<file path="src/rtl/lot_ticket_entry_pkg.sv">
// Shared constants, state encoding and digit check for the lottery ticket entry stage.
package lot_pkg;

    localparam int unsigned NUM_DIGITS = 5;
    localparam int unsigned MAX_DIGIT  = 9;
    localparam int unsigned TICKET_W   = 4 * NUM_DIGITS;

    localparam logic [6:0] SEG_BLANK  = 7'b1111111;
    // Digit code kept in an empty display slot; the decoder blanks it.
    localparam logic [3:0] DIGIT_NONE = 4'hF;

    typedef enum logic [3:0] {
        IDLE     = 4'd0,
        COLLECT  = 4'd1,
        WAIT_FIM = 4'd2,
        PRESENT  = 4'd3,
        ERR      = 4'd4
    } lot_state_t;

    function automatic logic digit_ok(input logic [3:0] d);
        return d <= 4'(MAX_DIGIT);
    endfunction

endpackage

</file>
<file path="src/rtl/lot_seg7_dec.sv">
// Combinational BCD to active-low seven-segment decoder; seg[0] is segment a, seg[6] is g.
module lot_seg7_dec
    import lot_pkg::*;
(
    input  logic [3:0] bcd,
    output logic [0:6] seg
);

    always_comb begin
        seg = SEG_BLANK;
        case (bcd)
            4'd0:    seg = 7'b0000001;
            4'd1:    seg = 7'b1001111;
            4'd2:    seg = 7'b0010010;
            4'd3:    seg = 7'b0000110;
            4'd4:    seg = 7'b1001100;
            4'd5:    seg = 7'b0100100;
            4'd6:    seg = 7'b0100000;
            4'd7:    seg = 7'b0001111;
            4'd8:    seg = 7'b0000000;
            4'd9:    seg = 7'b0000100;
            default: seg = SEG_BLANK;
        endcase
    end

endmodule

</file>
<file path="src/rtl/lot_ticket_entry.sv">
// Lottery ticket entry stage: collects BCD digits, validates them and presents the ticket
// over valid/ready. Optional seven-segment echo outputs under LOT_TICKET_HEX_EN.
module lot_ticket_entry
    import lot_pkg::*;
(
    input  logic                clk,
    input  logic                reset,
    input  logic [0:3]          num,
    input  logic                insere,
    input  logic                fim,
    input  logic                fim_jogo,
    input  logic                ticket_ready,
    output logic [0:TICKET_W-1] ticket,
    output logic                ticket_valid,
    output logic                err,
    output logic [0:2]          dcount,
    output logic [0:3]          state
`ifdef LOT_TICKET_HEX_EN
    ,
    output logic [0:6]          hex3,
    output logic [0:6]          hex2,
    output logic [0:6]          hex1,
    output logic [0:6]          hex0
`endif
);

    lot_state_t st;
    logic [2:0] cnt;
    logic [3:0] digit;
    logic       dig_ok;

    assign digit  = num;
    assign dig_ok = digit_ok(digit);
    assign dcount = cnt;
    assign state  = st;

    always_ff @(posedge clk or negedge reset) begin
        if (!reset) begin
            st           <= IDLE;
            ticket       <= '0;
            cnt          <= '0;
            ticket_valid <= 1'b0;
            err          <= 1'b0;
        end else if (fim_jogo) begin
            st           <= IDLE;
            cnt          <= '0;
            ticket_valid <= 1'b0;
            err          <= 1'b0;
        end else begin
            case (st)
                IDLE: begin
                    if (insere) begin
                        if (dig_ok) begin
                            ticket <= {digit, {(TICKET_W-4){1'b0}}};
                            cnt    <= 3'd1;
                            st     <= COLLECT;
                        end else begin
                            err <= 1'b1;
                            st  <= ERR;
                        end
                    end
                end
                COLLECT: begin
                    if (insere) begin
                        if (!dig_ok) begin
                            err <= 1'b1;
                            st  <= ERR;
                        end else begin
                            for (int unsigned k = 0; k < NUM_DIGITS; k++) begin
                                if (cnt == 3'(k)) ticket[4*k +: 4] <= digit;
                            end
                            cnt <= cnt + 3'd1;
                            // A digit arriving together with fim is stored before fim is judged.
                            if (cnt + 3'd1 == 3'(NUM_DIGITS)) begin
                                if (fim) begin
                                    ticket_valid <= 1'b1;
                                    st           <= PRESENT;
                                end else begin
                                    st <= WAIT_FIM;
                                end
                            end else if (fim) begin
                                err <= 1'b1;
                                st  <= ERR;
                            end
                        end
                    end else if (fim) begin
                        err <= 1'b1;
                        st  <= ERR;
                    end
                end
                WAIT_FIM: begin
                    if (insere) begin
                        err <= 1'b1;
                        st  <= ERR;
                    end else if (fim) begin
                        ticket_valid <= 1'b1;
                        st           <= PRESENT;
                    end
                end
                PRESENT: begin
                    if (ticket_ready) begin
                        ticket_valid <= 1'b0;
                        cnt          <= '0;
                        st           <= IDLE;
                    end
                end
                ERR: begin
                    err <= 1'b1;
                end
                default: begin
                    st <= IDLE;
                end
            endcase
        end
    end

`ifdef LOT_TICKET_HEX_EN
    logic [3:0] hexd [4];
    logic       new_ticket;
    logic       take_digit;

    assign new_ticket = insere && dig_ok && (st == IDLE);
    assign take_digit = insere && dig_ok && (st == COLLECT);

    // hexd[0] holds the most recent digit; older digits shift towards hexd[3].
    always_ff @(posedge clk or negedge reset) begin
        if (!reset) begin
            for (int unsigned i = 0; i < 4; i++) hexd[i] <= DIGIT_NONE;
        end else if (fim_jogo) begin
            for (int unsigned i = 0; i < 4; i++) hexd[i] <= DIGIT_NONE;
        end else if (new_ticket) begin
            hexd[0] <= digit;
            for (int unsigned i = 1; i < 4; i++) hexd[i] <= DIGIT_NONE;
        end else if (take_digit) begin
            hexd[0] <= digit;
            for (int unsigned i = 1; i < 4; i++) hexd[i] <= hexd[i-1];
        end
    end

    lot_seg7_dec u_hex0 (.bcd(hexd[0]), .seg(hex0));
    lot_seg7_dec u_hex1 (.bcd(hexd[1]), .seg(hex1));
    lot_seg7_dec u_hex2 (.bcd(hexd[2]), .seg(hex2));
    lot_seg7_dec u_hex3 (.bcd(hexd[3]), .seg(hex3));
`endif

endmodule

</file>
<file path="config.mk">
export PLATFORM = sky130hd
export DESIGN_NAME = lot_ticket_entry
export DESIGN_NICKNAME = d
export VERILOG_FILES = /design/src/rtl/lot_ticket_entry_pkg.sv /design/src/rtl/lot_seg7_dec.sv /design/src/rtl/lot_ticket_entry.sv
export SDC_FILE = /design/constraint.sdc
export NUM_CORES = 1
export LEC_CHECK = 0
export CAP_MARGIN = 15
export CELL_PAD_IN_SITES_DETAIL_PLACEMENT = 0
export CELL_PAD_IN_SITES_GLOBAL_PLACEMENT = 2
export CORE_ASPECT_RATIO = 1.2
export CORE_MARGIN = 5
export CORE_UTILIZATION = 33
export CTS_CLUSTER_SIZE = 10
export DETAILED_ROUTE_END_ITERATION = 12
export GPL_TIMING_DRIVEN = 0
export PLACE_DENSITY_LB_ADDON = 0.1
export REMOVE_ABC_BUFFERS = 1
export SETUP_SLACK_MARGIN = 0.1
export SLEW_MARGIN = 20
export SYNTH_ARGS = -nofsm -noshare
export SYNTH_HDL_FRONTEND = slang
export SYNTH_SLANG_ARGS = --single-unit
</file>
<file path="constraint.sdc">
create_clock -name clk -period 4.4 [get_ports clk]
set_input_delay 0.88 -clock clk [delete_from_list [all_inputs] [get_ports clk]]
set_output_delay 0.88 -clock clk [all_outputs]
set_load 0.005 [all_outputs]
</file>
Word-level counts from Yosys, hierarchy flattened

Index checks and enable logic that the tools add are counted.

Register bits: 29
Output and inout bits: 29
Word-level logic and storage cells: 103

Reductions and logical operators: 15
$add $sub $neg: 1
Mux-type cells: 46
Equality and inequality tests: 30
Bitwise operators: 1
Magnitude comparators: 1

Operators by type and width:

| operator                                              | number |
|---|---|
| two-way mux 20 bit                                    | 4 |
| two-way mux 4 bit                                     | 14 |
| case mux 20 bit (2 select lines)                      | 1 |
| AND reduction 7 bit                                   | 5 |
| inequality test 3 bit, second input constant          | 9 |
| two-way mux 3 bit                                     | 7 |
| inequality test 2 bit, second input constant          | 10 |
| case mux 4 bit (5 select lines)                       | 1 |
| two-way mux 1 bit                                     | 16 |
| AND reduction 6 bit                                   | 2 |
| case mux 3 bit (3 select lines)                       | 1 |
| == test 4 x 2 -> 1 bit, second input constant         | 2 |
| nonzero test 4 bit                                    | 2 |
| == test 3 x 2 -> 1 bit, second input constant         | 2 |
| == test 3 bit, second input constant                  | 2 |
| inequality test 5 bit, second input constant          | 1 |
| AND reduction 5 bit                                   | 1 |
| nonzero test 5 bit                                    | 1 |
| == test 4 x 1 -> 1 bit, second input constant         | 1 |
| == test 4 x 3 -> 1 bit, second input constant         | 1 |
| less-or-equal comparator 4 bit, second input constant | 1 |
| zero test 4 bit                                       | 1 |
| inequality test 4 bit, second input constant          | 1 |
| case mux 1 bit (4 select lines)                       | 1 |
| 7 further kinds                                       | 7 |

Logic depth before layout (Yosys ltp)

Depth in word-level cells: 7
Depth in mapped cells: 6
Depth with buffers taken out: 6

Worst setup path before layout

Ideal clock, no wire load.

Kind: input-to-reg
Start point: in insere
End point: reg ticket[0] (netlist bit)
Library setup time: 125 ps
Stages on the path: 5
Arrival time: 1933 ps
Buffers on the path: 1
Required time: 4275 ps
Path slack: 2342 ps
Cell sequence: buf_2 and2b_1 nand3_2 a21oi_2 mux2_2

Word-level cells in the longest chain between the ends: 2
Elaborated cells between the ends (all ways): 3
Classes of those cells: eq/ne: 2; reduce/logical: 1

Ends and longest elaborated chain:

| element                                | line                   | RTL |
|---|---|---|
| start, declared                        | lot_ticket_entry.sv:9  | `input logic insere,` |
| inequality test 2 bit (no source line) | --                     |  |
| AND reduction 7 bit (no source line) * | --                     |  |
| end signal, assigned                   | lot_ticket_entry.sv:54 | `ticket <= {digit, {(TICKET_W-4){1'b0}}};` |
| end signal, assigned by index          | lot_ticket_entry.sv:70 | `if (cnt == 3'(k)) ticket[4*k +: 4] <= digit;` |
| end, declared                          | lot_ticket_entry.sv:13 | `output logic [0:TICKET_W-1] ticket,` |

Every way passes the cells marked *; elsewhere a longest branch is shown, timed or not.
A chain may end at the register's enable or synchronous reset.

Worst setup path after layout

Start point: in num[2] (netlist bit)
End point: reg ticket[3] (netlist bit)

Word-level cells in the longest chain between the ends: 3
Elaborated cells between the ends (all ways): 4
Classes of those cells: order compare: 1; eq/ne: 2; reduce/logical: 1

Ends and longest elaborated chain:

| element                                | line                       | RTL |
|---|---|---|
| start, declared                        | lot_ticket_entry.sv:8      | `input logic [0:3] num,` |
| less-or-equal comparator 4 bit *       | lot_ticket_entry_pkg.sv:21 | `return d <= 4'(MAX_DIGIT);` |
| inequality test 2 bit (no source line) | --                         |  |
| AND reduction 7 bit (no source line) * | --                         |  |

Marked as above.

==> results.py <==
metrics = {
    "setup_path": {
        "cp_slowest_stage_delay_ps": 600,
        "r2r_start": "state[2]",
        "cp_top_family": "compound AO/OA/AOI/OAI gates",
        "endpoint_kind": "register",
        "r2r_slack_ps": 2510,
        "timing.critical_path.buf_inv": 1,
        "crit_arrival_ps": 2800,
        "crit_type": "in2reg",
        "cp_data_required_time_ps": 4560,
        "cp_cell_sequence": "clkdlybuf4s50_1, o21ai_2, nand3_2, a21oi_2, mux2_2",
        "crit_slowest_cell": "clkdlybuf4s50_1",
        "regToRegEndpoint": "ticket[3]",
        "path_max_fanout": 8,
        "crit_path_start_kind": "input port",
        "reg2reg_depth": 4,
    },
    "synthesis": {
        "synth_edf_count": 0,
        "synthesis.area_um2": 1518,
        "ys.flop_type": "dfrtp_1",
        "synth_top_area_share_pct": 47.82,
        "synth-seq-area-share_pct": 47.82,
        "yosys-top-cells-area": "dfrtp_1, a22o_1, ha_1",
        "synth_xor_area_share_pct": 0,
        "synth_cell_types": 39,
        "synth_top_family_by_area": "compound AO/OA/AOI/OAI gates",
        "synth_simple_gate_area_share_pct": 17.64,
        "ys_warn_count": 0,
        "muxShareOfSynthArea_pct": 2.968,
        "netlist_instances": 138,
        "synthAdderAreaFrac_pct": 4.946,
        "async_reset_ff_share_pct": 100.0,
        "ys_seq_elements": 29,
        "yosys.area.top_type": "dfrtp_1",
        "synth_compound_area_share_pct": 23.33,
        "syn_area_per_cell_um2": 11.00,
    },
    "clocking": {
        "cts_resized": 0,
        "clk_pin_slew_ps": 60,
        "htree_levels": 2,
        "insertion_delay_ps": 280,
        "postCtsHoldBufs": 0,
        "clock-sinks": 29,
        "cts-root-buf": "clkbuf_8",
        "cts_tree": "built",
        "clock_path_buffers": 2,
        "post_cts_buffers": 0,
        "cts_made_buffers": 5,
    },
    "global_route": {
        "grt.met3_usage_pct": 4.072,
        "grt_pass1_wl_um": 6410,
        "grt_overflow": 0,
        "grt_pass1_vias": 1291,
        "gr-usage-met2_pct": 24.08,
        "gr-usage-met1_pct": 15.16,
        "grt_antenna_before_repair": 0,
        "grt_use_total_pct": 13.58,
        "busiest_layer": "met2",
        "grt_max_degree": 30,
    },
    "status": {
        "status": "finished clean",
    },
    "cells_and_area": {
        "postLayoutCellArea_um2": 2069,
        "nets": 196,
        "final_cell_mix": "clkdlybuf4s50_1, dfrtp_1, nand2_1, a22o_1, inv_1",
        "n_antenna_cell": 0,
        "final_common_cell": "clkdlybuf4s50_1",
        "area_growth_pct": 36.36,
        "drive_above_1_share_pct": 14.36,
    },
    "timing": {
        "setup-tns-final_ps": 0,
        "finalHoldViolations": 0,
        "clock.fmax_mhz": 378.6,
        "fin_crit_sh_pct": 60.03,
        "fin_skew_ps": 4.799,
        "worst_pin_slew_ps": 659.3,
        "drv_slew": 0,
        "setup_viol": 0,
        "period_needed_ps": 2641,
        "timing.slew.headroom_pct": 56.04,
        "rsz0062_at_grt": "false",
    },
    "power_and_ir_drop": {
        "leakage_nw": 0.8914,
        "combPwrFrac_pct": 13.1,
        "vdd_drop_max_v": 0.0001330,
        "pwr-share-clk_pct": 42.8,
        "p_sw_mw": 0.1493,
        "internal_power_mw": 0.5107,
        "switching_share_pct": 22.62,
        "power_density_nw_per_um2": 318.9,
        "seqPwrFrac_pct": 44.1,
    },
    "floorplan": {
        "die_h_um": 84.29,
        "io_pins": 39,
        "die_area_um2": 6061,
        "coreArea_um2": 4527,
        "start_util_pct": 33.53,
        "fp.dieW_um": 71.91,
        "num_rows": 27,
    },
    "detailed_routing": {
        "drt_iter0_markers": 30,
        "dr_total_vias": 1261,
        "drc": 0,
        "dr.pass1.iters": 4,
        "routed_via_density": 5.276,
        "drt_wl_total_um": 3843,
        "postRouteAntennaNets": 0,
        "routedWlPerCell_um": 16.08,
    },
    "min_path": {
        "hp-start": "ticket[10]",
        "hold-path-endpoint": "ticket[10]",
        "hold_path_depth": 2,
        "hold_path.class": "reg2reg",
    },
    "flow_run": {
        "maxCapViolCount": 0,
    },
    "placed_design": {
        "gp_congestion": 0.8450,
        "port_buffers": 38,
        "place_area_um2": 1953,
        "dp_hpwl_um": 2890,
    },
}
[final cells by class]
cell class,count,area [µm²]
tap,58,72.57
multi-input combinational,97,745.7
sequential,29,725.7
clock inverter,1,30.03
inverter,9,33.78
clock buffer,7,86.33
fill,460,2457
timing repair buffer,38,375.4
[per-layer routing]
| metal | vias to the layer above | wire length [µm] | share of wire, % |
|---|---|---|---|
| li1 | 594 | - | - |
| met1 | 634 | 1514 | 39 |
| met2 | 27 | 2081 | 54 |
| met3 | 6 | 190 | 4.9 |
| met4 | 0 | 57 | 1.5 |
| met5 | - | 0 | 0 |
[power groups by stage]
stage	logic [mW]	registers [mW]	clock network, mW
CTS	0.0890	0.291	0.292
finish	0.0865	0.291	0.282
global route	0.0954	0.293	0.302
floorplan	0.0332	0.296	0
global placement	0.0882	0.296	0
detailed placement	0.0888	0.296	0
[cell usage after synthesis (2+ instances only)]
cell       instances
inv_1              9
nor3_4             2
a31oi_1            2
a22o_1            12
a21oi_1            3
nand3_1            6
o21ai_2            3
and3_4             2
nand2_1           15
o211ai_1           2
and3_1             2
nor2b_1            4
o311ai_0           2
mux2_2             4
clkbuf_1           2
a211o_1            3
nand2b_1           2
dfrtp_1           29
o21a_1             2
o21ai_0            4
o2111ai_1          2
ha_1               6
o21ai_1            4
[worst reg2reg max path: stages (launching register included)]
cell,delay (ps)
dfrtp_1,580
and2b_1,420
nand3_2,150
a21oi_2,270
mux2_2,370
[metrics by stage]
stage	power (mW)	cells	hold WS [ps]	setup WS [ps]	util, %
finish	0.6600	239	484.0	1759	45.72
global route	0.6903	239	512.4	1646	45.72
CTS	0.6725	239	489.6	1737	45.72
detailed placement	0.3852	231	476.4	1426	43.15
global placement	0.3839	231	467.2	1488	43.26
floorplan	0.3288	135	477.1	2383	-
[kinds of logic after synthesis]
| group | count (synthesis) |
|---|---|
| and+or+nand+nor | 42 |
| adders and majority gates | 6 |
| muxes | 4 |
| DFF | 29 |
| buffers and inverters | 12 |
| other | 1 |
| AOI/OAI and AO/OA | 44 |
[worst max-delay path by stage]
stage / start / to / slack (ps) / cells past startpoint
5_1_grt: num[1] / ticket[3] / 1650 / 5
2_1_floorplan: fim_jogo / ticket[0] / 2380 / 4
3_5_place_dp: num[2] / ticket[3] / 1430 / 5
4_1_cts: num[2] / ticket[3] / 1740 / 5
6_report: num[2] / ticket[3] / 1760 / 5
3_3_place_gp: num[2] / ticket[1] / 1490 / 5
[state kept, by name, summed over array words and instances (netlist names)]
| name | cells |
|---|---|
| ticket_valid | 1 |
| ticket | 20 |
| state | 4 |
| err | 1 |
| dcount | 3 |
Note: power is estimated with default switching activity, not from simulation.
==> variant 1 (same flow settings) <==
The option `LOT_TICKET_HEX_EN` is turned on by a define.
--- a/src/rtl/lot_ticket_entry.sv
+++ b/src/rtl/lot_ticket_entry.sv
@@ -2,2 +2,4 @@
 // over valid/ready. Optional seven-segment echo outputs under LOT_TICKET_HEX_EN.
+`define LOT_TICKET_HEX_EN
+
 module lot_ticket_entry
Function (old outputs only; new: hex0, hex1, hex2 and hex3): kept (Yosys induction, for registers that start in step).
==> variant 1 against the original RTL <==
Register-to-register slack got worse by 470 ps; synthesized area rose by 93%; total power rose by 37%; sequential cell count rose by 16; design area rose by 82%; die area rose by 79%; routed wire length rose by 100%; worst setup slack got worse by 440 ps; critical path type is now flop to output pin; critical endpoint is now hex3[0]; largest power group unchanged.
==> variant 1: results (changes against the original RTL) <==
Status - completed
All-Layer GR Usage - 15.34% (+1.8 points)
Netlist cell types - 49 (+26%)
CP arrival - 2200 ps (-600 ps)
Vias/cell - 5.016 (-4.9%)
Max FFs per register - 20 (unchanged)
Vias in the first global route - 2609 (+100%)
Reg-to-reg setup timing slack - 2040 ps (-470 ps)
Synth async-reset ratio - 100.0% (unchanged)
Critical Path Fanout Max - 6 (-2)
# diodes - 0 (unchanged)
Hold Startpoint - err
Proportion of layout cells with a drive suffix above 1 - 10.74% (-3.6 points)
Hold Path Sink - err
Hpwl dp - 5733 um (+98%)
Num CTS Buffers - 5 (unchanged)
Hold Path Stages - 1 (-1)
Sequential area share after synthesis - 39.13% (-8.7 points)
Reg clk slew, reported paths - 100 ps (+40 ps)
Leak pwr - 1.593 nW (+79%)
I/O Buffers - 66 (+74%)
Routability Congestion - 0.7693 (-9.0%)
Commonest cells in the netlist - nor2_1 (43), nand2_1 (36), dfrtp_1 (29)
Slowest-stage cell, CP - dfstp_2
Critical R2R Capture - ticket[3]
Slowest stage delay, CP - 610 ps
Peak VDD IR - 125.1 uV (-5.9%)
Number of DRC markers in iteration 0 - 88 (+190%)
Clk_lat worst skew - 310 ps (+30 ps)
Largest net degree at the start of global routing - 29 (-3.3%)
Worst Skew - 8.817 ps (+4.018 ps)
Slew HR - 51.13% (-4.9 points)
R2R depth - 4 (unchanged)
Global-route wire length before repair - 13300 um (+110%)
Grt ovf - 0 (unchanged)
DR WL/cell - 15.48 um (-3.7%)
Final #Nets - 426 (+120%)
Largest cells by area after synthesis - dfrtp_1 (25%), dfstp_2 (14%), ha_1 (11%)
variant 1: worst max-delay path by stage:
| stage | startpoint | end | slack (ps) | cells past startpoint |
|---|---|---|---|---|
| finish | hexd[1] | hex3[0] | 1320 | 6 |
| global route | hexd[1] | hex3[3] | 1170 | 6 |
| CTS | hexd[1] | hex3[0] | 1290 | 6 |
| detailed placement | num[2] | ticket[1] | 1150 | 5 |
| global placement | reset | state[0] | 1080 | 1 |
| floorplan | hexd[1] | hex3[0] | 2200 | 5 |
variant 1: power breakdown:
group | switching, mW | internal [mW] | total, mW
Sequential | 0.0242 | 0.435 | 0.460
Combinational | 0.0804 | 0.0771 | 0.158
Clock | 0.168 | 0.120 | 0.288
variant 1: kinds of logic (layout without fill, tap and decap cells):
family          Yosys count  in the layout  synth area share, %
simple gates            124            124                20.59
compound gates           97             97                21.74
flops                    45             45                39.13
buf+inv                  39             93                5.382
fa+ha+maj                26             26                11.11
mux                       5              5                1.922
other cells               1              1               0.1280
variant 1: area by class of cell:
cell class	count	area (um^2)
multi-input cells	253	1625
fillers	896	4845
well taps	117	146.4
clock inverters	3	28.78
clock buffers	5	68.82
inverters	18	67.56
repair buffers	67	683.2
flip-flops and latches	45	1146
variant 1: metal layers:
layer / vias up / track usage (%) / wire length, um
li1: 1285 / - / -
met1: 1217 / 19.30 / 3368
met2: 42 / 26.81 / 4180
met3: 4 / 2.660 / 267
met4: 0 / 3.700 / 47
met5: - / 0 / 0
variant 1: stage by stage:
stage | std cells | cell area [um^2] | hold WS (ps) | util (%) | setup slack [ps]
2_1_floorplan | 316 | 2839 | 477.0 | - | 2196
3_3_place_gp | 499 | 3646 | 470.1 | 42.34 | 1082
3_5_place_dp | 500 | 3669 | 472.9 | 42.60 | 1149
4_1_cts | 508 | 3766 | 499.5 | 43.74 | 1288
5_1_grt | 508 | 3766 | 519.6 | 43.74 | 1175
6_report | 508 | 3766 | 491.0 | 43.74 | 1321
variant 1: critical path: cells and delay by family (launching register included):
kind | cells | cell delay [ps]
compound gates | 1 | 200
simple gates | 2 | 350
fa+ha+maj | 1 | 190
flops | 1 | 610
buf+inv | 2 | 560
==> variant 2 (config.mk and constraints unchanged) <==
Without the edit above. Put one more register stage on the output `dcount`, with the module's reset. The value now appears one clock later. The other outputs are not delayed to match.
--- a/src/rtl/lot_ticket_entry.sv
+++ b/src/rtl/lot_ticket_entry.sv
@@ -33,3 +33,9 @@
     assign dig_ok = digit_ok(digit);
-    assign dcount = cnt;
+    always_ff @(posedge clk or negedge reset) begin
+        if (!reset) begin
+            dcount <= '0;
+        end else begin
+            dcount <= cnt;
+        end
+    end
     assign state  = st;
Function: changed (a bounded check fails within 4 cycles, from zero or initial values and one cycle with reset low).
==> variant 2 against the original RTL <==
Worst setup slack worse by 1.1 ps; sequential share of layout area up 4.1 points; sequential cell count up 3; critical path type unchanged; synthesized area up 0.66%; routed wire length down 2.0%; total power down 5.4%; worst hold slack worse by 18 ps; largest power group unchanged; cell count up 0.84%; largest cell class is now registers; design area down 1.1%; core utilization down 0.53 points.
==> variant 2: results (changes against the original RTL) <==
Routed wire length - 3765 um (-2.0%)
Reg-to-reg setup timing slack - 2120 ps (-390 ps)
Tightest Pin Transition - 701.3 ps (+41.99 ps)
Hold Path Stages - 0 (-2)
Worst Skew - 7.538 ps (+2.739 ps)
Synth async-reset ratio - 100.0% (unchanged)
Final #Nets - 198 (+1.0%)
Leak pwr - 0.8564 nW (-3.9%)
Hpwl dp - 2866 um (-0.83%)
Critical R2R Capture - ticket[12]
Largest cells by area after synthesis - dfrtp_1 (52%), o2bb2ai_1 (6.9%), ha_1 (4.9%)
Status - completed
Peak VDD IR - 148.7 uV (+12%)
Hold Startpoint - cnt[2]
Number of DRC markers in iteration 0 - 66 (+120%)
Synthesized area - 0.001528 mm^2 (+0.66%)
Netlist cell types - 37 (-5.1%)
Routability Congestion - 0.7805 (-7.6%)
Commonest cells in the netlist - dfrtp_1 (32), o2bb2ai_1 (12), nand2_1 (11)
Vias after detailed routing - 1228 (-2.6%)
Critical Path Fanout Max - 7 (-1)
Hold Path Sink - dcount[0]
Setup WS pre-CTS - 1482 ps (+56.72 ps)
Global-route wire length before repair - 6334 um (-1.2%)
Sequential area share after synthesis - 52.42% (+4.6 points)
Proportion of layout cells with a drive suffix above 1 - 6.557% (-7.8 points)
# fillers - 473 (+2.8%)
Largest net degree at the start of global routing - 33 (+10%)
## variant 2: stage by stage
stage	instances	area, um^2	util [%]	hold slack (ps)
after floorplan	137	1508	-	405.9
after global placement	233	1961	43.31	451.3
after detailed placement	233	1956	43.20	457.1
after CTS	241	2046	45.19	472.2
after global routing	241	2046	45.19	478.7
final	241	2046	45.19	465.8
## variant 2: cell families (layout without fill, tap and decap cells)
logic type	Yosys count	after routing	synth area share [%]
AO/OA/AOI/OAI	47	47	21.54
AND/OR/NAND/NOR	39	39	14.66
flip-flops	32	32	52.42
buffers and inverters	13	54	3.275
adder cells (fa/ha/maj)	6	6	4.914
multiplexers	4	4	2.948
other	1	1	0.2455
## variant 2: area by class of cell
cell class / instances / area (um^2) / area share [%]
Multi-Input combinational cell: 97 / 676.9 / 33.09
Sequential cell: 32 / 800.8 / 39.14
Tap cell: 58 / 72.57 / 3.547
Timing Repair Buffer: 38 / 375.4 / 18.35
Inverter: 8 / 30.03 / 1.468
Clock buffer: 8 / 90.09 / 4.404
## variant 2: how the worst max path moves through the flow
| stage | startpoint | to | slack, ps | cells past startpoint |
|---|---|---|---|---|
| finish | fim_jogo | ticket[2] | 1760 | 5 |
| global route | fim_jogo | ticket[2] | 1620 | 5 |
| CTS | fim_jogo | ticket[2] | 1780 | 5 |
| detailed placement | fim_jogo | ticket[2] | 1480 | 5 |
| global placement | fim_jogo | ticket[0] | 1490 | 5 |
| floorplan | fim_jogo | ticket[0] | 2270 | 4 |
## variant 2: worst max-delay path, cell delays in order
cell and delay, ps:
clkdlybuf4s50_1 540, or3_1 510, nor3_1 320, nand2_1 230
mux2_2 320
## variant 2: per-layer routing
metal | vias to the layer above | part of all wire, % | GRT usage [%]
met5 | - | 0 | 0
met4 | 0 | 1.2 | 4.615
met3 | 5 | 5.0 | 3.952
met2 | 32 | 52 | 22.54
met1 | 593 | 42 | 16.08
li1 | 598 | - | -
## variant 2: power by group
part	switching, mW	leakage (nW)	internal (mW)
sequential	0.00929	0.433	0.308
combinational	0.0346	0.378	0.0449
clock	0.100	0.0455	0.127
